## config.mk

```make
export PLATFORM = sky130hd
export DESIGN_NAME = fuse_key_loader_flat
export DESIGN_NICKNAME = d
export VERILOG_FILES = /design/src/rtl/fuse_key_loader_if.sv /design/src/rtl/fuse_key_loader.sv /design/src/flat_wrapper.sv
export SDC_FILE = /design/constraint.sdc
export NUM_CORES = 1
export LEC_CHECK = 0
export BUFFER_PORTS_ARGS = -buffer_cell sky130_fd_sc_hd__buf_2
export CAP_MARGIN = 10
export CELL_PAD_IN_SITES_DETAIL_PLACEMENT = 0
export CELL_PAD_IN_SITES_GLOBAL_PLACEMENT = 2
export CORE_UTILIZATION = 29
export CTS_BUF_LIST = sky130_fd_sc_hd__clkbuf_8
export CTS_CLUSTER_SIZE = 20
export DETAILED_ROUTE_END_ITERATION = 6
export GPL_TIMING_DRIVEN = 0
export PLACE_DENSITY_LB_ADDON = 0.1
export SLEW_MARGIN = 20
export SYNTH_ARGS = -nofsm -noshare
export SYNTH_HDL_FRONTEND = slang
export SYNTH_SLANG_ARGS = --single-unit
```

## constraint.sdc

```tcl
create_clock -name clk_i -period 2.79 [get_ports clk_i]
set_input_delay 0.1395 -clock clk_i [delete_from_list [all_inputs] [get_ports clk_i]]
set_output_delay 0.1395 -clock clk_i [all_outputs]
set_load 0.02 [all_outputs]
```

## src/rtl/fuse_key_loader_if.sv

```systemverilog
// Key stream from fuse_key_loader to its consumer: valid/ready handshake carrying one fuse word.
// A word moves on a rising edge where key_valid and key_ready are both high; the source holds it stable until then.
interface fuse_key_loader_if #(
    parameter int DATA_W = 32,
    parameter int DEST_W = 3
);
    logic              key_valid;
    logic              key_ready;
    logic [DATA_W-1:0] key_data;
    logic [DEST_W-1:0] key_dest;
    logic              key_last;

    modport master (output key_valid, key_data, key_dest, key_last, input key_ready);
    modport slave  (input key_valid, key_data, key_dest, key_last, output key_ready);
endinterface

```

## src/rtl/fuse_key_loader.sv

```systemverilog
// Reads a slice of fuse words (highest index first) and streams them to one consumer.
// Optional FUSE_KEY_LOADER_LOCK_EN makes each destination loadable only once per reset.
module fuse_key_loader #(
    parameter int DATA_W    = 32,
    parameter int MEM_SIZE  = 108,
    parameter int ADDR_W    = 7,
    parameter int MAX_WORDS = 16,
    parameter int DEST_W    = 3
) (
    input  logic              clk_i,
    input  logic              rst_ni,
    input  logic              req_i,
    input  logic [ADDR_W-1:0] req_addr_i,
    input  logic [4:0]        req_len_i,
    input  logic [DEST_W-1:0] req_dest_i,
    output logic              busy_o,
    output logic              done_o,
    output logic              err_o,
    output logic [ADDR_W-1:0] fuse_addr_o,
    input  logic [DATA_W-1:0] fuse_data_i,
    fuse_key_loader_if.master key,
    output logic [2:0]        dbg_state_o
);
    typedef enum logic [2:0] {
        S_IDLE  = 3'd0,
        S_CHECK = 3'd1,
        S_READ  = 3'd2,
        S_CAPT  = 3'd3,
        S_SEND  = 3'd4,
        S_DONE  = 3'd5
    } state_e;

    state_e            state_q, state_d;
    logic [ADDR_W-1:0] addr_q, addr_d;
    logic [4:0]        len_q, len_d;
    logic [DEST_W-1:0] dest_q, dest_d;
    logic [ADDR_W-1:0] fuse_addr_q, fuse_addr_d;
    logic [DATA_W-1:0] data_q, data_d;
    logic              valid_q, valid_d;
    logic              last_q, last_d;
    logic              done, err, reject;
    logic [ADDR_W:0]   addr_ext, len_ext;

`ifdef FUSE_KEY_LOADER_LOCK_EN
    logic [(2**DEST_W)-1:0] lock_q, lock_d;
`endif

    // Widened compare so addr+1 cannot wrap; addr+1 < len means the slice would run below index 0.
    assign addr_ext = {1'b0, addr_q};
    assign len_ext  = (ADDR_W+1)'(len_q);

    always_comb begin
        reject = (len_q == 5'd0) || (len_q > 5'(MAX_WORDS)) ||
                 (addr_ext >= (ADDR_W+1)'(MEM_SIZE)) ||
                 ((addr_ext + (ADDR_W+1)'(1)) < len_ext);
`ifdef FUSE_KEY_LOADER_LOCK_EN
        if (lock_q[dest_q]) reject = 1'b1;
`endif
    end

    always_comb begin
        state_d     = state_q;
        addr_d      = addr_q;
        len_d       = len_q;
        dest_d      = dest_q;
        fuse_addr_d = fuse_addr_q;
        data_d      = data_q;
        valid_d     = valid_q;
        last_d      = last_q;
        done        = 1'b0;
        err         = 1'b0;
`ifdef FUSE_KEY_LOADER_LOCK_EN
        lock_d      = lock_q;
`endif
        case (state_q)
            S_IDLE: begin
                if (req_i) begin
                    addr_d  = req_addr_i;
                    len_d   = req_len_i;
                    dest_d  = req_dest_i;
                    state_d = S_CHECK;
                end
            end
            S_CHECK: begin
                if (reject) begin
                    err     = 1'b1;
                    state_d = S_IDLE;
                end else begin
                    fuse_addr_d = addr_q;
                    state_d     = S_READ;
                end
            end
            S_READ: state_d = S_CAPT;
            S_CAPT: begin
                data_d  = fuse_data_i;
                valid_d = 1'b1;
                last_d  = (len_q == 5'd1);
                state_d = S_SEND;
            end
            S_SEND: begin
                if (key.key_ready) begin
                    valid_d = 1'b0;
                    last_d  = 1'b0;
                    if (last_q) begin
                        state_d = S_DONE;
                    end else begin
                        addr_d      = addr_q - ADDR_W'(1);
                        len_d       = len_q - 5'd1;
                        fuse_addr_d = addr_q - ADDR_W'(1);
                        state_d     = S_READ;
                    end
                end
            end
            S_DONE: begin
                done    = 1'b1;
                data_d  = '0;
`ifdef FUSE_KEY_LOADER_LOCK_EN
                lock_d[dest_q] = 1'b1;
`endif
                state_d = S_IDLE;
            end
            default: state_d = S_IDLE;
        endcase
    end

    always_ff @(posedge clk_i) begin
        if (!rst_ni) begin
            state_q     <= S_IDLE;
            addr_q      <= '0;
            len_q       <= '0;
            dest_q      <= '0;
            fuse_addr_q <= '0;
            data_q      <= '0;
            valid_q     <= 1'b0;
            last_q      <= 1'b0;
`ifdef FUSE_KEY_LOADER_LOCK_EN
            lock_q      <= '0;
`endif
        end else begin
            state_q     <= state_d;
            addr_q      <= addr_d;
            len_q       <= len_d;
            dest_q      <= dest_d;
            fuse_addr_q <= fuse_addr_d;
            data_q      <= data_d;
            valid_q     <= valid_d;
            last_q      <= last_d;
`ifdef FUSE_KEY_LOADER_LOCK_EN
            lock_q      <= lock_d;
`endif
        end
    end

    assign busy_o        = (state_q != S_IDLE);
    assign done_o        = done;
    assign err_o         = err;
    assign fuse_addr_o   = fuse_addr_q;
    assign key.key_valid = valid_q;
    assign key.key_data  = data_q;
    assign key.key_dest  = dest_q;
    assign key.key_last  = last_q;
    assign dbg_state_o   = state_q;
endmodule

```

## src/flat_wrapper.sv

```systemverilog
// flat-port wrapper written by rule: the top's interface ports become plain ports
module fuse_key_loader_flat 
#(
    parameter int DATA_W    = 32,
    parameter int MEM_SIZE  = 108,
    parameter int ADDR_W    = 7,
    parameter int MAX_WORDS = 16,
    parameter int DEST_W    = 3
)
  (clk_i, rst_ni, req_i, req_addr_i, req_len_i, req_dest_i, busy_o, done_o, err_o, fuse_addr_o, fuse_data_i, dbg_state_o, key_key_valid, key_key_data, key_key_dest, key_key_last, key_key_ready);
  fuse_key_loader_if #(.DATA_W(DATA_W), .DEST_W(DEST_W)) key_i ();
  input  logic clk_i;
  input  logic rst_ni;
  input  logic req_i;
  input  logic [ADDR_W-1:0] req_addr_i;
  input  logic [4:0] req_len_i;
  input  logic [DEST_W-1:0] req_dest_i;
  output logic busy_o;
  output logic done_o;
  output logic err_o;
  output logic [ADDR_W-1:0] fuse_addr_o;
  input  logic [DATA_W-1:0] fuse_data_i;
  output logic [2:0] dbg_state_o;
  output wire logic [$bits(key_i.key_valid)-1:0] key_key_valid;
  output wire logic [$bits(key_i.key_data)-1:0] key_key_data;
  output wire logic [$bits(key_i.key_dest)-1:0] key_key_dest;
  output wire logic [$bits(key_i.key_last)-1:0] key_key_last;
  input wire logic [$bits(key_i.key_ready)-1:0] key_key_ready;
  assign key_key_valid = key_i.key_valid;
  assign key_key_data = key_i.key_data;
  assign key_key_dest = key_i.key_dest;
  assign key_key_last = key_i.key_last;
  assign key_i.key_ready = key_key_ready;
  fuse_key_loader #(.DATA_W(DATA_W), .MEM_SIZE(MEM_SIZE), .ADDR_W(ADDR_W), .MAX_WORDS(MAX_WORDS), .DEST_W(DEST_W)) u_core (.clk_i(clk_i), .rst_ni(rst_ni), .req_i(req_i), .req_addr_i(req_addr_i), .req_len_i(req_len_i), .req_dest_i(req_dest_i), .busy_o(busy_o), .done_o(done_o), .err_o(err_o), .fuse_addr_o(fuse_addr_o), .fuse_data_i(fuse_data_i), .key(key_i), .dbg_state_o(dbg_state_o));
endmodule
```

# After elaboration in Yosys (flattened, before gate mapping)

Cells that the tools add are included.

Bits in registers: 59
Bits of input ports: 51
Output and inout bits: 50
Word-level logic and storage cells: 61

Add/sub/neg operators: 3
Magnitude comparators: 3
Equal/unequal tests: 10
Muxes and demuxes: 22
Reductions and logical operators: 15

Operator list:

| kind                  | count |
|---|---|
| $pmux W32 S2          | 1 |
| $mux W7               | 4 |
| $pmux W7 S2           | 2 |
| $mux W5               | 3 |
| $pmux W3 S5           | 1 |
| $pmux W5 S2           | 1 |
| $mux W3               | 3 |
| $add A7 B1 Y8 const B | 1 |
| $lt A8 B5 Y1          | 1 |
| $ne A2 B2 Y1 const B  | 4 |
| $reduce_and A4 Y1     | 2 |
| $reduce_bool A2 Y1    | 4 |
| $ge A7 B7 Y1 const B  | 1 |
| $sub A7 B1 Y7 const B | 1 |
| $eq A3 B2 Y1 const B  | 2 |
| $eq A3 B3 Y1 const B  | 2 |
| $reduce_and A2 Y1     | 3 |
| $eq A5 B1 Y1 const B  | 1 |
| $gt A5 B5 Y1 const B  | 1 |
| $logic_not A5 Y1      | 1 |
| $sub A5 B1 Y5 const B | 1 |
| $mux W1               | 4 |
| $pmux W1 S2           | 2 |
| $eq A3 B1 Y1 const B  | 1 |
| other kinds (4)       | 6 |

# Depth between registers and ports, before layout

Depth after elaboration: 6
Mapped depth: 10
Gate-level depth less buffers: 9

# Least setup slack after synthesis

Ideal clock, no wire load.

Kind: register -> output
Start point: register u_core.addr_q[0]
End point: output port err_o
Arrival time: 2.222 ns
Required time: 2.651 ns
Setup slack: 0.429 ns
Cell stages (with the launch flop): 9
Buffers on the path: 0
Cells stage by stage: dfxtp_1 inv_1 ha_1 ha_1 a21boi_0 o21ai_0 a21oi_1 o41ai_4 nor2b_1

Cells in the longest elaborated chain, start to end: 5
Elaborated cells between the ends (all ways): 7
Those cells by class: add/sub (1); order compare (2); mux (2); reduce/logical (2)

Ends and longest elaborated chain:

| item                                                      | RTL line                                     | text |
|---|---|---|
| from (decl)                                               | fuse_key_loader.sv:34                        | `logic [ADDR_W-1:0] addr_q, addr_d;` |
| from (signal assigned)                                    | fuse_key_loader.sv:141                       | `addr_q <= addr_d;` |
| $add A7 B1 Y8 / $ge A7 B7 Y1 (equally long branches)      | fuse_key_loader.sv:55, fuse_key_loader.sv:54 |  |
| $lt A8 B5 Y1 / $logic_or A1 B1 Y1 (equally long branches) | fuse_key_loader.sv:55, fuse_key_loader.sv:53 |  |
| $logic_or A1 B1 Y1 (*)                                    | fuse_key_loader.sv:54                        | `(addr_ext >= (ADDR_W+1)'(MEM_SIZE)) \|\|` |
| $mux W1 (*)                                               | fuse_key_loader.sv:85                        | `if (reject) begin` |
| $mux W1 (*)                                               | fuse_key_loader.sv:75                        | `case (state_q)` |
| to (decl)                                                 | flat_wrapper.sv:20                           | `output logic err_o;` |

Every way passes the cells marked *; elsewhere a longest branch is shown, timed or not.

# Worst setup path after layout

Same ends and word-level chain as after synthesis.

==> results.yml <==
setup_path:
  critPathArrivalTime_ns: 2.40
  critPathMaxFanout: 7
  start_kind: "flip-flop"
  worstPathRequired_ns: 2.65
  end_kind: "output port"
  crit_type: "reg2out"
power:
  cellLeakagePower_nw: 1.59
  max-vdd-ir-drop_mv: 0.231
  pwr-share-seq_pct: 44.0
  intPower_mw: 1.46
  p_comb_share_pct: 17.3
  p_clk_share_pct: 38.7
  netSwitchingFraction_pct: 28.4
  power.density_nw_per_um2: 549
  power.switching_uw: 577
min_path:
  hp-class: "in2reg"
grt:
  grt_start_max_net_pins: 11
  grt_pass1_vias: 2582
  antenna_found_initial: 0
  gr-total-overflow: 0
  grt_pass1_wl_um: 12900
  grt_use_total_pct: 16.6
sta:
  setup_tns_ns: 0
  period_share_pct: 91.1
  hold_violations: 0
  max_freq_ghz: 0.393
  max_slew_margin_pct: 50.2
  tightest_slew_ns: 0.744
  slew_viol_final: 0
  fin_skew_ns: 0.00872
  period_needed_ns: 2.54
  setup_viol: 0
  rsz0062_at_grt: "false"
synthesis:
  avgSynthCellArea_sq_um: 8.79
  ys_seq_elements: 59
  netlist_instances: 320
  yosysUniqueCellTypes: 41
  synth_fp_nets: 379
  syn_area_sq_um: 2810
  yosysWarnings: 0
  synth_seq_area_share_pct: 42.0
placement:
  place_congestion: 0.825
  port_buffers: 99
  dp.cells: 548
  dp.final_hpwl_um: 5680
clocking:
  ctsHtreeMaxLevel: 3
  cts.clk_slew.worst_paths_ns: 0.07
  cts_tree: "yes"
  hold_buffers: 0
  cts_buffer_depth: 2
  cts_sinks: 59
  cts_buffers: 9
  cts_root_buffer: "clkbuf_8"
  clock_latency_ns: 0.33
floorplanning:
  die_h_um: 100
  die-area_sq_um: 10100
  die-width_um: 100
  ios: 101
  row_count: 35
  start_util_pct: 30.2
  core_region_area_sq_um: 9330
run_status:
  status: "completed"
finish:
  drive_gt1_share_pct: 31.0
  area_growth_pct: 31.7
  n_antenna_cell: 0
  multi_input_area_sq_um: 1520
  layout_commonest_cell: "buf_2"
  layout.nets: 490
  final-seq-area_sq_um: 1190
  fillers: 997
  final_cell_mix: "104 x buf_2, 57 x dfxtp_1, 38 x nor2b_1"
  final_cells: 565
drt:
  wl_per_cell_um: 14.0
  drt-pass1-iter-count: 4
  wirelength_um: 7910
  vias: 2603
  remaining_drc_errors: 0
  drt-initial-drc-count: 91
  ant_nets: 0
  vias_per_cell: 4.61
job:
  maxCapViolations: 0
==> synth_stat cells, drive strengths merged <==
cell,instances,area share [%]
dfxtp,59,42
nor2b,39,8.7
a22oi,33,8.8
nand2,25,3.4
o21ai,18,3.2
a21oi,17,3.0
nor2,17,2.3
clkbuf,14,1.9
inv,10,1.3
mux2i,10,3.6
buf,9,1.7
and2,8,1.9
ha,8,3.6
nor3,8,1.6
nand3,5,0.89
xnor2,5,1.6
and3,4,0.89
a21boi,3,0.80
nand2b,3,0.67
nor3b,3,0.80
o211ai,3,0.80
xor2,3,0.93
a211oi,2,0.53
a31oi,2,0.44
nand4,2,0.67
nor4,2,0.44
o22ai,2,0.93
a2bb2oi,1,0.31
and3b,1,0.31
mux2,1,0.53
o22a,1,0.31
o31ai,1,0.27
o41ai,1,0.98
==> logic make-up (layout without fill, tap and decap cells) <==
family	count (synthesis)	in the layout	synth area share (%)
adder cells (fa/ha/maj)	8	8	3.56
AO/OA/AOI/OAI	84	84	20.4
buffers and inverters	33	149	4.94
XOR/XNOR	8	8	2.49
AND/OR/NAND/NOR	117	117	22.5
flip-flops	59	59	42.0
multiplexers	11	11	4.09
==> metrics by stage <==
step	instance area [sq um]	hold slack, ns	utilization, %	setup WS (ns)	power (mW)
2_1_floorplan	2810	0.309	-	0.429	1.14
3_3_place_gp	3470	0.398	37.2	0.107	1.25
3_5_place_dp	3470	0.418	37.3	0.127	1.25
4_1_cts	3690	0.0528	39.5	0.102	2.06
5_1_grt	3700	0.0716	39.7	0.0586	2.15
6_report	3700	0.0627	39.7	0.248	2.03
==> routing by layer <==
| layer | track usage (%) | part of all wire (%) | vias to the layer above |
|---|---|---|---|
| met5 | 0 | 0 | - |
| met4 | 4.68 | 0.94 | 0 |
| met3 | 4.37 | 5.7 | 7 |
| met2 | 27.0 | 44 | 79 |
| met1 | 21.5 | 49 | 1174 |
| li1 | - | - | 1343 |
==> repair_timing <==
action	4_1_cts	5_1_grt
pin swaps	1	0
setup buffers	1	0
gates resized for setup	4	3
setup endpoints to repair	1	1
==> worst max-delay path, cell delays in order (launching register included) <==
cell	delay [ns]
dfxtp_4	0.37
inv_1	0.18
ha_4	0.24
ha_1	0.28
a21boi_0	0.11
o21ai_0	0.15
a21oi_1	0.12
o41ai_4	0.24
nor2b_4	0.22
buf_4	0.15
==> registers in the layout, summed over array words and instances (netlist names) <==
signal / count
u_core.key.key_valid: 1
u_core.key.key_dest: 3
u_core.fuse_addr_o: 7
u_core.len_q: 5
u_core.key.key_data: 32
u_core.key.key_last: 1
u_core.dbg_state_o: 3
u_core.addr_q: 7
==> power by group through the flow <==
| stage | Clock [mW] | Sequential (mW) | Combinational, mW |
|---|---|---|---|
| 2_1_floorplan | 0 | 0.926 | 0.212 |
| 3_3_place_gp | 0 | 0.913 | 0.339 |
| 3_5_place_dp | 0 | 0.914 | 0.338 |
| 4_1_cts | 0.816 | 0.895 | 0.351 |
| 5_1_grt | 0.859 | 0.899 | 0.392 |
| 6_report | 0.787 | 0.895 | 0.352 |
==> cell type report <==
type / count / share of cell area [%]
plain buffers: 23 / 2.74
flip-flops and latches: 59 / 32.0
clock buffers: 10 / 3.72
clock inverters: 6 / 1.52
repair buffers: 100 / 13.6
well taps: 129 / 4.36
multi-input cells: 228 / 41.0
inverters: 10 / 1.01
==> final timing paths <==
path	slack, ns	cells after the start	endpoint	from
worst min register to register	0.45	2	u_core.fuse_addr_o[3]$_SDFFE_PN0P_	u_core.fuse_addr_o[3]$_SDFFE_PN0P_
worst min-delay path	0.06	3	u_core.key.key_dest[1]$_SDFFE_PN0P_	req_dest_i[1]
worst max register to register	0.38	10	u_core.fuse_addr_o[1]$_SDFFE_PN0P_	u_core.addr_q[0]$_SDFFE_PN0P_
worst max-delay path	0.25	9	err_o	u_core.addr_q[0]$_SDFFE_PN0P_
Note: power is estimated with default switching activity, not from simulation.
